## config.mk

```make
export PLATFORM = sky130hd
export DESIGN_NAME = piso_serializer
export DESIGN_NICKNAME = d
export VERILOG_FILES = /design/src/rtl/piso_pkg.sv /design/src/rtl/piso_hold_buf.sv /design/src/rtl/piso_serializer.sv
export SDC_FILE = /design/constraint.sdc
export NUM_CORES = 1
export LEC_CHECK = 0
export ABC_AREA = 1
export CORE_UTILIZATION = 54
export CTS_CLUSTER_SIZE = 20
export DETAILED_ROUTE_END_ITERATION = 6
export PLACE_DENSITY = 0.87
export SYNTH_ARGS = -nofsm -noshare
export SYNTH_HDL_FRONTEND = slang
export SYNTH_SLANG_ARGS = --single-unit
```

## constraint.sdc

```tcl
create_clock -name clk -period 1.8 [get_ports clk]
set_input_delay 0.36 -clock clk [delete_from_list [all_inputs] [get_ports clk]]
set_output_delay 0.36 -clock clk [all_outputs]
set_load 0.01 [all_outputs]
```

## src/rtl/piso_pkg.sv

```systemverilog
// -----------------------------------------------------------------------------
// piso_pkg
//   Shared types and sizing helpers for the PISO serializer slice.
//
//   Contents:
//     state_t     - serializer FSM state (IDLE, SHIFT)
//     frame_len() - serial frame length for a given word width
//     cnt_width() - bit-counter width for a given word width
//     CNT_W       - counter width for the default 10-bit symbol link
//
//   Configuration macro:
//     PISO_PARITY_EN - when defined, every frame carries a trailing
//                      even-parity bit (frame = WIDTH+1 bits).
// -----------------------------------------------------------------------------
package piso_pkg;

  typedef enum logic {
    IDLE  = 1'b0,
    SHIFT = 1'b1
  } state_t;

  localparam int DEFAULT_WIDTH = 10;

  // Number of serial bits emitted per accepted word.
  function automatic int frame_len(input int width);
`ifdef PISO_PARITY_EN
    return width + 1;
`else
    return width;
`endif
  endfunction

  // The counter must be able to hold FRAME_LEN itself, hence the +1.
  function automatic int cnt_width(input int width);
    return $clog2(frame_len(width) + 1);
  endfunction

  localparam int CNT_W = cnt_width(DEFAULT_WIDTH);

endpackage

```

## src/rtl/piso_hold_buf.sv

```systemverilog
// -----------------------------------------------------------------------------
// piso_hold_buf
//   One-entry holding buffer in front of the serializer shift register.
//   It owns the valid/ready handshake: the upstream side is ready exactly
//   when the buffer is empty. A transfer either bypasses the buffer (the
//   serializer takes the word straight into its shift register) or is
//   captured here until the serializer pops it at the end of a frame.
//
//   Ports:
//     clk_i     - system clock, rising edge
//     reset_i   - asynchronous, active-high reset
//     data_i    - parallel word offered upstream
//     valid_i   - data_i is valid this cycle
//     bypass_i  - serializer loads a transferred word directly this edge
//     pop_i     - serializer takes the held word this edge
//     hold_o    - held word
//     full_o    - buffer holds a word
//     ready_o   - buffer can accept a word (== !full_o)
//     xfer_o    - a handshake completes on this edge
// -----------------------------------------------------------------------------
module piso_hold_buf #(
  parameter int WIDTH = 10
) (
  input  logic             clk_i,
  input  logic             reset_i,
  input  logic [WIDTH-1:0] data_i,
  input  logic             valid_i,
  input  logic             bypass_i,
  input  logic             pop_i,
  output logic [WIDTH-1:0] hold_o,
  output logic             full_o,
  output logic             ready_o,
  output logic             xfer_o
);

  logic [WIDTH-1:0] hold_q, hold_d;
  logic             full_q, full_d;
  logic             capture;

  assign ready_o = ~full_q;
  assign xfer_o  = valid_i & ready_o;
  // A transfer lands here only when the serializer cannot take it directly.
  assign capture = xfer_o & ~bypass_i;

  // pop and capture are mutually exclusive: pop needs a full buffer while
  // capture needs ready, i.e. an empty one.
  always_comb begin
    hold_d = hold_q;
    full_d = full_q;
    if (pop_i) begin
      full_d = 1'b0;
    end else if (capture) begin
      hold_d = data_i;
      full_d = 1'b1;
    end
  end

  always_ff @(posedge clk_i or posedge reset_i) begin
    if (reset_i) begin
      hold_q <= '0;
      full_q <= 1'b0;
    end else begin
      hold_q <= hold_d;
      full_q <= full_d;
    end
  end

  assign hold_o = hold_q;
  assign full_o = full_q;

endmodule

```

## src/rtl/piso_serializer.sv

```systemverilog
// -----------------------------------------------------------------------------
// piso_serializer
//   Parallel-in/serial-out transmitter for the 10-bit symbol link. Each word
//   accepted through the valid/ready handshake is shifted out MSB first, one
//   bit per clock, starting the cycle after the accepting edge. A one-entry
//   holding buffer lets consecutive words stream with no idle bit between
//   frames. The first bit sent lands in the receiver's highest Q index.
//
//   Parameters:
//     WIDTH        - parallel word width in bits (>= 2)
//
//   Ports:
//     clk          - system clock, rising edge
//     reset        - asynchronous, active-high reset
//     data_in      - parallel word to transmit
//     load_valid   - data_in is valid this cycle
//     load_ready   - a word can be accepted (holding buffer empty)
//     data_out     - serial bit; MSB of the shift register while shifting,
//                    0 when idle
//     out_valid    - data_out carries a frame bit
//     frame_start  - high for the first bit of every frame
//     busy         - shifting or holding a pending word
//
//   Configuration macro:
//     PISO_PARITY_EN - append an even-parity bit (XOR of the word) after the
//                      word's LSB; frames become WIDTH+1 bits long.
// -----------------------------------------------------------------------------
module piso_serializer
  import piso_pkg::*;
#(
  parameter int WIDTH = 10
) (
  input  logic             clk,
  input  logic             reset,
  input  logic [WIDTH-1:0] data_in,
  input  logic             load_valid,
  output logic             load_ready,
  output logic             data_out,
  output logic             out_valid,
  output logic             frame_start,
  output logic             busy
);

  localparam int FRAME_LEN = frame_len(WIDTH);
  localparam int SH_CNT_W  = cnt_width(WIDTH);
  localparam logic [SH_CNT_W-1:0] LAST_CNT = SH_CNT_W'(FRAME_LEN - 1);

  // Builds the shift-register image of a word: word bits at the top so the
  // MSB leaves first, parity (when enabled) in the LSB so it leaves last.
  function automatic logic [FRAME_LEN-1:0] frame_word(input logic [WIDTH-1:0] w);
`ifdef PISO_PARITY_EN
    return {w, ^w};
`else
    return w;
`endif
  endfunction

  state_t                state_q, state_d;
  logic [FRAME_LEN-1:0]  sh_q, sh_d;
  logic [SH_CNT_W-1:0]   cnt_q, cnt_d;

  logic [WIDTH-1:0]      hold_word;
  logic                  hold_full;
  logic                  xfer;
  logic                  shifting;
  logic                  last_bit;
  logic                  bypass;
  logic                  pop;

  assign shifting = (state_q == SHIFT);
  assign last_bit = shifting && (cnt_q == LAST_CNT);

  // A transfer goes straight into the shift register when idle, or on the
  // last-bit edge; in the latter case the buffer is necessarily empty,
  // otherwise load_ready would have been low.
  assign bypass = ~shifting | last_bit;
  assign pop    = last_bit & hold_full;

  piso_hold_buf #(
    .WIDTH (WIDTH)
  ) u_hold_buf (
    .clk_i    (clk),
    .reset_i  (reset),
    .data_i   (data_in),
    .valid_i  (load_valid),
    .bypass_i (bypass),
    .pop_i    (pop),
    .hold_o   (hold_word),
    .full_o   (hold_full),
    .ready_o  (load_ready),
    .xfer_o   (xfer)
  );

  always_comb begin
    state_d = state_q;
    sh_d    = sh_q;
    cnt_d   = cnt_q;
    unique case (state_q)
      IDLE: begin
        if (xfer) begin
          sh_d    = frame_word(data_in);
          cnt_d   = '0;
          state_d = SHIFT;
        end
      end
      SHIFT: begin
        if (!last_bit) begin
          sh_d  = {sh_q[FRAME_LEN-2:0], 1'b0};
          cnt_d = cnt_q + 1'b1;
        end else if (hold_full) begin
          // Pending word wins over any new offer; load_ready is low anyway.
          sh_d  = frame_word(hold_word);
          cnt_d = '0;
        end else if (xfer) begin
          sh_d  = frame_word(data_in);
          cnt_d = '0;
        end else begin
          sh_d    = '0;
          cnt_d   = '0;
          state_d = IDLE;
        end
      end
      default: begin
        state_d = IDLE;
        sh_d    = '0;
        cnt_d   = '0;
      end
    endcase
  end

  // Reset aborts any frame in flight at once; the outputs below are decoded
  // straight from these registers, so they drop with the reset itself.
  always_ff @(posedge clk or posedge reset) begin
    if (reset) begin
      state_q <= IDLE;
      sh_q    <= '0;
      cnt_q   <= '0;
    end else begin
      state_q <= state_d;
      sh_q    <= sh_d;
      cnt_q   <= cnt_d;
    end
  end

  assign out_valid   = shifting;
  assign data_out    = shifting & sh_q[FRAME_LEN-1];
  assign frame_start = shifting && (cnt_q == '0);
  assign busy        = shifting | hold_full;

endmodule

```

==> impl_metrics.env <==
export IMPL_outcome="completed"
export IMPL_clkTransAtPathRegs_ns=0.13
export IMPL_route_detailed_drc=0
export IMPL_core_um2=2520
export IMPL_setup_ws_ns=0.122
export IMPL_hold_violations=0
export IMPL_fin_tns_setup_ns=0
export IMPL_max_stage_delay_ns=0.55
export IMPL_rsz0062_at_grt="false"
export IMPL_track_usage_pct=23.7
export IMPL_dp_hpwl_um=2300
export IMPL_clock_latency_ns=0.32
export IMPL_place_gp_congestion=0.952
export IMPL_power_internal_uw=1420
export IMPL_crit_family="buffers and inverters"
export IMPL_switchingPower_uw=1010
export IMPL_port_buffers=17
export IMPL_power_frac_clock_pct=12.0
export IMPL_grt_pass1_wl_um=5020
export IMPL_crit_path_top_delay_cell="clkdlybuf4s50_1"
export IMPL_fp_dieW_um=54.3
export IMPL_fp_dieArea_um2=2950
export IMPL_regArea_um2=652
export IMPL_ioPinCount=18
export IMPL_mostFrequentLayoutCells="47 x nand2_1, 27 x nor2_1, 25 x dfrtp_1"
export IMPL_finalMaxSlewViolations=0
export IMPL_ant_nets=0
export IMPL_slew_limit_headroom_pct=78.7
export IMPL_grt_pass1_vias=1132
export IMPL_place_ws_ns=0.0281
export IMPL_wl_per_cell_um=12.5
export IMPL_yosys_warnings=0
export IMPL_worst_slew_pin_slew_ns=0.319
export IMPL_cts_buffer_depth=2
export IMPL_synth_distinct_cells=27
export IMPL_first_pass_iters=4
export IMPL_crit_path_start_kind="flop"
export IMPL_pwr_share_comb_pct=47.2
export IMPL_die_y_um=54.3
export IMPL_synthesis_nets=208
export IMPL_finalSetupViolCount=0
export IMPL_syn_area_um2=1480
export IMPL_critPathRequiredTime_ns=1.44
export IMPL_multi_input_area_um2=711
export IMPL_yosys_area_top_type_share_pct=44.1
export IMPL_antenna_found_initial=0
export IMPL_cts_tree="done"
export IMPL_area_delta_synth_final_pct=18.5
export IMPL_dr_total_vias=1310
export IMPL_fin_cells=244
export IMPL_postCtsHoldBufs=0
export IMPL_netlist_instances=192
export IMPL_placedCellCount=237
export IMPL_detail_route_vias_per_cell=5.37
export IMPL_cp_max_fo=6
export IMPL_syn_avg_cell_area_um2=7.69
export IMPL_final_common_cell="nand2_1"
export IMPL_h_tree_depth=1
export IMPL_clkSinkCount=26
export IMPL_grt_max_degree=27
export IMPL_routed_wl_um=3060
export IMPL_final_nets=231
export IMPL_rows=18
export IMPL_start_util_pct=58.5
export IMPL_r2r_cells=6
export IMPL_drive_gt1_share_pct=18.7
export IMPL_switching_share_pct=41.6
export IMPL_min_period_over_period_pct=93.2
export IMPL_drtIter0Drc=38
export IMPL_power_uw=2440
export IMPL_seq_area_frac_synth_pct=44.1
export IMPL_rr_endpoint="u_hold_buf.hold_o[0]"
export IMPL_period_needed_ns=1.68
export IMPL_hold_class="input pin to async pin"
export IMPL_path_cells="clkdlybuf4s50_1"
export IMPL_synth_seq_cells=26
export IMPL_regToRegSetupSlack_ns=0.17
export IMPL_maxCapViolCount=0
export IMPL_antennaDiodeCount=0
export IMPL_p_leak_uw=0.000876
export IMPL_cp_arrival_ns=1.32
export IMPL_synthTopCellsByArea="dfrtp_1 44%, nand2_1 12%, nand3_1 7.1%"
export IMPL_cts_buffers=3
export IMPL_root_buffer="clkbuf_4"
export IMPL_crit_path_end_kind="output pin"
export IMPL_worstSetupPathType="flop to output pin"
export IMPL_ir_drop_mv=0.966
export IMPL_fill_cells=211
export IMPL_skew_ns=0.00101
export IMPL_yosysTopAreaCell="dfrtp_1"
export IMPL_power_density_nw_per_um2=1390
export IMPL_rr_startpoint="cnt_q[0]"
export IMPL_max_freq_ghz=0.596
export IMPL_grt_ovfl_total=0
export IMPL_critPathBufInv=1
export IMPL_share_seq_of_total_power_pct=40.8
[through the flow]
stage / utilization, % / hold slack, ns / area [um2]
CTS: 68.7 / 0.376 / 1730
detailed placement: 66.8 / 0.468 / 1690
floorplan: - / 0.400 / 1480
global placement: 66.8 / 0.461 / 1690
global route: 69.3 / 0.432 / 1750
finish: 69.3 / 0.371 / 1750
[cell type report]
cell class | count | share of cell area, %
Multi-Input combinational cell | 142 | 40.6
Tap cell | 30 | 2.15
Timing Repair Buffer | 29 | 14.8
Sequential cell | 26 | 37.3
Clock buffer | 4 | 2.07
Inverter | 13 | 3.08
[synth_stat cells, drive strengths merged]
library cell	n
buf	9
xnor2	1
nor2	29
inv	13
dfrtp	26
ha	3
o22ai	1
clkbuf	2
a31o	1
nand3	22
o21ai	22
nand4	2
nor3	1
o211ai	1
nand2	49
a21oi	10
[sequential cells by signal, summed over array words and instances (netlist names)]
register,count
u_hold_buf.hold_o,10
u_hold_buf.full_o,1
sh_q,10
cnt_q,4
out_valid,1
[routing by layer]
layer  part of all wire [%]  GRT usage, %  vias to the layer above
met1                     50          35.1                      602
met5                      0             0                        -
met4                   0.75          9.40                        0
met2                     46          35.4                       33
li1                       -             -                      671
met3                    3.0          2.50                        4
[logic make-up (layout without fill, tap and decap cells)]
| group | count (synthesis) | in the layout | synth area share (%) |
|---|---|---|---|
| adder cells (fa/ha/maj) | 3 | 3 | 2.54 |
| XOR/XNOR | 1 | 1 | 0.593 |
| AND/OR/NAND/NOR | 103 | 103 | 30.3 |
| buffers and inverters | 24 | 46 | 7.80 |
| AO/OA/AOI/OAI | 35 | 35 | 14.7 |
| flip-flops | 26 | 26 | 44.1 |
[timing repair]
item,in CTS,in global routing
endpoints found under the setup margin,4,3
buffers inserted,1,2
cloned,0,0
resized for setup,6,5
hold endpoints to repair,0,0
[power by group through the flow]
stage / clock network (uW) / logic [uW] / registers, uW
floorplan: 0 / 837 / 975
global placement: 0 / 1070 / 991
detailed placement: 0 / 1120 / 1000
CTS: 306 / 1140 / 989
global route: 321 / 1300 / 1020
finish: 293 / 1150 / 993
[worst max path at each step]
stage,start,to,depth (start not counted)
global placement,cnt_q[1],frame_start,5
global route,cnt_q[1],frame_start,5
CTS,u_hold_buf.full_o,busy,3
detailed placement,cnt_q[1],frame_start,5
finish,out_valid,out_valid,1
floorplan,out_valid,frame_start,3
Note: power is estimated with default switching activity, not from simulation.
